[config.mk]
export PLATFORM = sky130hd
export DESIGN_NAME = mem_wb_stage_flat
export DESIGN_NICKNAME = d
export VERILOG_FILES = /design/src/rtl/mem_wb_stage_if.sv /design/src/rtl/mem_wb_stage.sv /design/src/flat_wrapper.sv
export SDC_FILE = /design/constraint.sdc
export NUM_CORES = 1
export LEC_CHECK = 0
export BUFFER_PORTS_ARGS = -buffer_cell sky130_fd_sc_hd__clkbuf_2
export CAP_MARGIN = 20
export CORE_MARGIN = 3
export CORE_UTILIZATION = 45
export CTS_CLUSTER_DIAMETER = 80
export DETAILED_ROUTE_END_ITERATION = 8
export PLACE_DENSITY_LB_ADDON = 0.25
export RECOVER_POWER = 50
export SLEW_MARGIN = 30
export SYNTH_ARGS = -nofsm -noshare
export SYNTH_HDL_FRONTEND = slang
export SYNTH_SLANG_ARGS = --single-unit
[constraint.sdc]
create_clock -name clk -period 1.6 [get_ports clk]
set_input_delay 0 -clock clk [delete_from_list [all_inputs] [get_ports clk]]
set_output_delay 0 -clock clk [all_outputs]
set_load 0.02 [all_outputs]
[src/rtl/mem_wb_stage_if.sv]
// rtl/mem_wb_stage_if.sv - MEM-to-WB stage bus: memory-stage results in, register-file write port out
interface mem_wb_stage_if #(
    parameter int XLEN = 32
);
    logic                   in_valid;
    logic                   in_reg_write;
    logic [4:0]             in_rd;
    logic [1:0]             in_wb_sel;
    logic [2:0]             in_funct3;
    logic [1:0]             in_addr_lo;
    logic [XLEN-1:0]        in_alu_result;
    logic [XLEN-1:0]        in_mem_rdata;
    logic [XLEN-1:0]        in_pc_plus4;
    logic [XLEN-1:0]        in_imm;
    logic                   reg_write;
    logic [4:0]             reg_id_w;
    logic signed [XLEN-1:0] write_data;
    logic                   wb_valid;
    logic                   load_misalign;

    modport master (
        output in_valid, in_reg_write, in_rd, in_wb_sel, in_funct3, in_addr_lo,
               in_alu_result, in_mem_rdata, in_pc_plus4, in_imm,
        input  reg_write, reg_id_w, write_data, wb_valid, load_misalign
    );

    modport slave (
        input  in_valid, in_reg_write, in_rd, in_wb_sel, in_funct3, in_addr_lo,
               in_alu_result, in_mem_rdata, in_pc_plus4, in_imm,
        output reg_write, reg_id_w, write_data, wb_valid, load_misalign
    );
endinterface

[src/rtl/mem_wb_stage.sv]
// rtl/mem_wb_stage.sv - MEM/WB register with load formatting; WB_RETIRE_CNT_EN adds a 64-bit retire counter
module mem_wb_stage #(
    parameter int XLEN = 32
) (
    input  logic              clk,
    input  logic              rst,
    input  logic              stall_i,
    input  logic              flush_i,
`ifdef WB_RETIRE_CNT_EN
    output logic [63:0]       retire_cnt,
`endif
    mem_wb_stage_if.slave     bus
);
    localparam logic [2:0] F3_LB  = 3'b000;
    localparam logic [2:0] F3_LH  = 3'b001;
    localparam logic [2:0] F3_LW  = 3'b010;
    localparam logic [2:0] F3_LBU = 3'b100;
    localparam logic [2:0] F3_LHU = 3'b101;

    logic [7:0]      sel_byte;
    logic [15:0]     sel_half;
    logic [XLEN-1:0] load_data;
    logic [XLEN-1:0] wb_data;
    logic            misalign;

    logic            valid_d, valid_q;
    logic            reg_write_d, reg_write_q;
    logic [4:0]      rd_d, rd_q;
    logic [XLEN-1:0] data_d, data_q;
    logic            misalign_d, misalign_q;

    always_comb begin
        sel_byte = bus.in_mem_rdata[8*bus.in_addr_lo +: 8];
        sel_half = bus.in_addr_lo[1] ? bus.in_mem_rdata[31:16] : bus.in_mem_rdata[15:0];
        load_data = bus.in_mem_rdata;
        case (bus.in_funct3)
            F3_LB:   load_data = {{(XLEN-8){sel_byte[7]}}, sel_byte};
            F3_LBU:  load_data = {{(XLEN-8){1'b0}}, sel_byte};
            F3_LH:   load_data = {{(XLEN-16){sel_half[15]}}, sel_half};
            F3_LHU:  load_data = {{(XLEN-16){1'b0}}, sel_half};
            default: load_data = bus.in_mem_rdata;
        endcase
    end

    always_comb begin
        misalign = bus.in_valid && (bus.in_wb_sel == 2'b01) &&
                   ((((bus.in_funct3 == F3_LH) || (bus.in_funct3 == F3_LHU)) && bus.in_addr_lo[0]) ||
                    ((bus.in_funct3 == F3_LW) && (bus.in_addr_lo != 2'b00)));
        case (bus.in_wb_sel)
            2'b00:   wb_data = bus.in_alu_result;
            2'b01:   wb_data = load_data;
            2'b10:   wb_data = bus.in_pc_plus4;
            default: wb_data = bus.in_imm;
        endcase
    end

    // Invalid instructions load as a bubble so waves stay deterministic.
    always_comb begin
        valid_d     = 1'b0;
        reg_write_d = 1'b0;
        rd_d        = 5'd0;
        data_d      = '0;
        misalign_d  = 1'b0;
        if (bus.in_valid) begin
            valid_d     = 1'b1;
            rd_d        = bus.in_rd;
            misalign_d  = misalign;
            reg_write_d = bus.in_reg_write && (bus.in_rd != 5'd0) && !misalign;
            data_d      = misalign ? '0 : wb_data;
        end
    end

    always_ff @(posedge clk) begin
        if (rst || flush_i) begin
            valid_q     <= 1'b0;
            reg_write_q <= 1'b0;
            rd_q        <= 5'd0;
            data_q      <= '0;
            misalign_q  <= 1'b0;
        end else if (!stall_i) begin
            valid_q     <= valid_d;
            reg_write_q <= reg_write_d;
            rd_q        <= rd_d;
            data_q      <= data_d;
            misalign_q  <= misalign_d;
        end
    end

`ifdef WB_RETIRE_CNT_EN
    logic [63:0] retire_cnt_d, retire_cnt_q;

    always_comb begin
        retire_cnt_d = retire_cnt_q;
        if (!flush_i && !stall_i && bus.in_valid && !misalign)
            retire_cnt_d = retire_cnt_q + 64'd1;
    end

    always_ff @(posedge clk) begin
        if (rst)
            retire_cnt_q <= 64'd0;
        else
            retire_cnt_q <= retire_cnt_d;
    end

    assign retire_cnt = retire_cnt_q;
`endif

    assign bus.wb_valid      = valid_q;
    assign bus.reg_write     = reg_write_q;
    assign bus.reg_id_w      = rd_q;
    assign bus.write_data    = data_q;
    assign bus.load_misalign = misalign_q;
endmodule
[src/flat_wrapper.sv]
// flat-port wrapper written by rule: the top's interface ports become plain ports
module mem_wb_stage_flat 
#(
    parameter int XLEN = 32
)
  (clk, rst, stall_i, flush_i, bus_in_valid, bus_in_reg_write, bus_in_rd, bus_in_wb_sel, bus_in_funct3, bus_in_addr_lo, bus_in_alu_result, bus_in_mem_rdata, bus_in_pc_plus4, bus_in_imm, bus_reg_write, bus_reg_id_w, bus_write_data, bus_wb_valid, bus_load_misalign);
  mem_wb_stage_if #(.XLEN(XLEN)) bus_i ();
  input  logic clk;
  input  logic rst;
  input  logic stall_i;
  input  logic flush_i;
  input wire logic [$bits(bus_i.in_valid)-1:0] bus_in_valid;
  input wire logic [$bits(bus_i.in_reg_write)-1:0] bus_in_reg_write;
  input wire logic [$bits(bus_i.in_rd)-1:0] bus_in_rd;
  input wire logic [$bits(bus_i.in_wb_sel)-1:0] bus_in_wb_sel;
  input wire logic [$bits(bus_i.in_funct3)-1:0] bus_in_funct3;
  input wire logic [$bits(bus_i.in_addr_lo)-1:0] bus_in_addr_lo;
  input wire logic [$bits(bus_i.in_alu_result)-1:0] bus_in_alu_result;
  input wire logic [$bits(bus_i.in_mem_rdata)-1:0] bus_in_mem_rdata;
  input wire logic [$bits(bus_i.in_pc_plus4)-1:0] bus_in_pc_plus4;
  input wire logic [$bits(bus_i.in_imm)-1:0] bus_in_imm;
  output wire logic [$bits(bus_i.reg_write)-1:0] bus_reg_write;
  output wire logic [$bits(bus_i.reg_id_w)-1:0] bus_reg_id_w;
  output wire logic [$bits(bus_i.write_data)-1:0] bus_write_data;
  output wire logic [$bits(bus_i.wb_valid)-1:0] bus_wb_valid;
  output wire logic [$bits(bus_i.load_misalign)-1:0] bus_load_misalign;
  assign bus_i.in_valid = bus_in_valid;
  assign bus_i.in_reg_write = bus_in_reg_write;
  assign bus_i.in_rd = bus_in_rd;
  assign bus_i.in_wb_sel = bus_in_wb_sel;
  assign bus_i.in_funct3 = bus_in_funct3;
  assign bus_i.in_addr_lo = bus_in_addr_lo;
  assign bus_i.in_alu_result = bus_in_alu_result;
  assign bus_i.in_mem_rdata = bus_in_mem_rdata;
  assign bus_i.in_pc_plus4 = bus_in_pc_plus4;
  assign bus_i.in_imm = bus_in_imm;
  assign bus_reg_write = bus_i.reg_write;
  assign bus_reg_id_w = bus_i.reg_id_w;
  assign bus_write_data = bus_i.write_data;
  assign bus_wb_valid = bus_i.wb_valid;
  assign bus_load_misalign = bus_i.load_misalign;
  mem_wb_stage #(.XLEN(XLEN)) u_core (.clk(clk), .rst(rst), .stall_i(stall_i), .flush_i(flush_i), .bus(bus_i));
endmodule
==> run_results.csv <==
group,metric,value,unit
routing,wl,12.0,mm
sta,fmax,0.774,GHz
power,switching_power,808,uW
routing,drt_first_iter_violations,212,
sta,timing.final.ws_setup,0.308,ns
yosys,synth_cells,410,
cts,clockRootBuffer,"clkbuf_8",
power,p_leak,0.00181,uW
global_routing,first_global_vias,4051,
global_routing,grt_overflow,0,
critical_path,cp_slowest_stage_delay,0.54,ns
sta,setup_viol,0,
hold_path,min_path_cells,3,
sta,rsz0062_at_grt,"false",
hold_path,hp-class,"input port to register",
critical_path,arrival,1.47,ns
cts,cts_tree,"done",
power,ir_drop,0.463,mV
final_layout,layout_commonest_cell,"clkbuf_2",
critical_path,end_kind,"register",
yosys,synth_edf_count,0,
power,p_clk_share,26.4,%
yosys,syn_nets,556,
sta,finalHoldViolCount,0,
critical_path,crit_fanout,2,
sta,final.min_clock_period,1.29,ns
routing,drt_first_pass_iters,5,
power,p_comb_share,32.4,%
global_routing,grt_pass1_wl,19.3,mm
yosys,ys_ff_latch,40,
yosys,ys.flop_type,"dfxtp_1",
power,p_int,1690,uW
cts,cts_max_level,2,
place,gp_congestion,0.936,
critical_path,crit_chain,"dlygate4sd3_1 -> clkbuf_2 -> or4_1 -> o2111ai_1 -> a21oi_1",
critical_path,crit_cells,5,
place,io_buffers,185,
yosys,ys_async_sr_fraction,0,%
routing,antenna_left,0,
global_routing,antenna_found_initial,0,
routing,vias_per_cell,5.91,
global_routing,grtUsageTotal,28.0,%
die,io_pins,186,
yosys,synth_area_per_cell,7.91,um2
critical_path,crit_family,"buffers and inverters",
die,core_area,6910,um2
sta,slew_headroom,70.0,%
critical_path,worstRegToRegCells,3,
final_layout,syn_to_final_growth,35.3,%
power,power_density,569,nW/um2
cts,clock_sinks,40,
job,maxCapViolations,0,
power,netSwitchingFraction,32.4,%
power,p_seq_share,41.2,%
die,num_rows,30,
sta,finalCritPeriodShare,80.7,%
critical_path,startpoint_type,"input port",
critical_path,cp.required,1.77,ns
status,outcome,"completed",
final_layout,fin_nets,736,
final_layout,layout-drive-gt1-share,34.6,%
sta,final_max_slew_viol_count,0,
critical_path,cp_num_buf_inv,2,
cts,ctsResizeCount,0,
final_layout,final_cell_mix,"clkbuf_2, dfxtp_1, nand2_1",
routing,num_vias,4054,
critical_path,cpMaxStageDelayCell,"dlygate4sd3_1",
routing,wl_per_cell,17.5,um
yosys,syn_area,3240,um2
routing,drc,0,
die,dieArea,8260,um2
yosys,ys_seq_area_share,24.7,%
sta,fin_worst_skew,0,ns
place,dp_hpwl,9.30,mm
yosys,yosysUniqueCellTypes,46,
global_routing,grt_max_degree,39,
final_layout,diodes,0,
die,die_height,90.9,um
cts,cts_buffers,5,
cts,clk_latency,0.29,ns
cts,clkSlewWorstSetupHoldPaths,0.08,ns
sta,worst_slew_pin_slew,0.449,ns
yosys,synth_warnings,0,
cts,cts_buffer_depth,2,
sta,fin_tns_setup,0,ns
place,preCtsSetupSlack,0.0832,ns
die,die_w,90.9,um
final_layout,final_util,63.6,%
die,start_util,47.0,%
critical_path,critPathKind,"input port to register",
cells by family (layout without fill, tap and decap cells):
family	Yosys count	count (layout)	share of synthesized area, %
buf+inv	51	231	7.44
simple gates	142	142	22.8
flops	40	40	24.7
compound gates	164	164	40.5
mux	13	13	4.55
sequential cells by signal (all words and copies together) (netlist names):
name / count
u_core.bus.write_data: 32
u_core.bus.reg_id_w: 5
u_core.bus.load_misalign: 1
u_core.bus.reg_write: 1
u_core.bus.wb_valid: 1
metrics by stage:
stage               hold WS, ns  std cells  cell area [um2]  power, uW
floorplan                 0.144        410             3240       1500
global placement          0.247        673             4290       1830
detailed placement        0.257        673             4290       1850
CTS                     0.00516        686             4430       2500
global route             0.0376        686             4390       2630
finish                  0.00456        686             4390       2500
power groups by stage:
stage | logic, uW | registers (uW) | clock network (uW)
after floorplan | 425 | 1080 | 0
after global placement | 780 | 1050 | 0
after detailed placement | 794 | 1050 | 0
after CTS | 808 | 1030 | 664
after global routing | 886 | 1030 | 712
final | 810 | 1030 | 659
Yosys cell counts (all sizes together) (7+ instances only):
| master | count | area share [%] |
|---|---|---|
| inv | 8 | 0.93 |
| buf | 22 | 4.1 |
| and3 | 7 | 1.3 |
| nor2b | 20 | 3.9 |
| o22a | 16 | 4.3 |
| o21a | 9 | 2.1 |
| mux2i | 8 | 2.5 |
| or2 | 9 | 1.7 |
| o211ai | 27 | 6.2 |
| o221ai | 8 | 2.7 |
| clkbuf | 21 | 2.4 |
| a22oi | 7 | 1.6 |
| dfxtp | 40 | 25 |
| a21oi | 10 | 1.5 |
| a221oi | 30 | 8.3 |
| nor2 | 31 | 3.6 |
| o41ai | 16 | 4.3 |
| nand2b | 7 | 1.3 |
| o21ai | 20 | 3.4 |
| and2 | 19 | 3.7 |
| nand2 | 37 | 4.3 |
final cells by class:
type                            count  area [um2]
Timing Repair Buffer              216        1160
Inverter                            8        30.0
Multi-Input combinational cell    319        2200
Clock buffer                        6        72.6
Sequential cell                    40         801
Tap cell                           96         120
Fill cell                         708        2520
Clock inverter                      1        5.00
worst min-delay path: stages:
cell and delay, ns:
clkbuf_2 0.13, nand2_1 0.07, a21oi_1 0.05
metal layers:
layer  vias to the layer above  share of wire (%)  wire length (um)  GRT usage (%)
li1                       1947                  -                 -              -
met5                         -                  0                 0              0
met1                      1892                 40              4790           34.5
met2                       194                 50              5940           49.4
met3                        21                8.8              1050           6.08
met4                         0                1.7               199           7.04
what timing repair did:
action / in CTS / in global routing
buffers inserted: 0 / 0
hold endpoints to repair: 6 / 0
hold buffers: 6 / 0
worst paths after layout:
kind	slack [ns]	startpoint	end
worst max-delay path	0.31	bus_in_rd[2]	u_core.bus.reg_write
worst min-delay path	0.005	stall_i	u_core.bus.wb_valid
worst max register to register	0.54	u_core.bus.write_data[18]	u_core.bus.write_data[18]
worst min register to register	0.47	u_core.bus.wb_valid	u_core.bus.wb_valid
No activity file was read; power rests on OpenSTA's default activity.
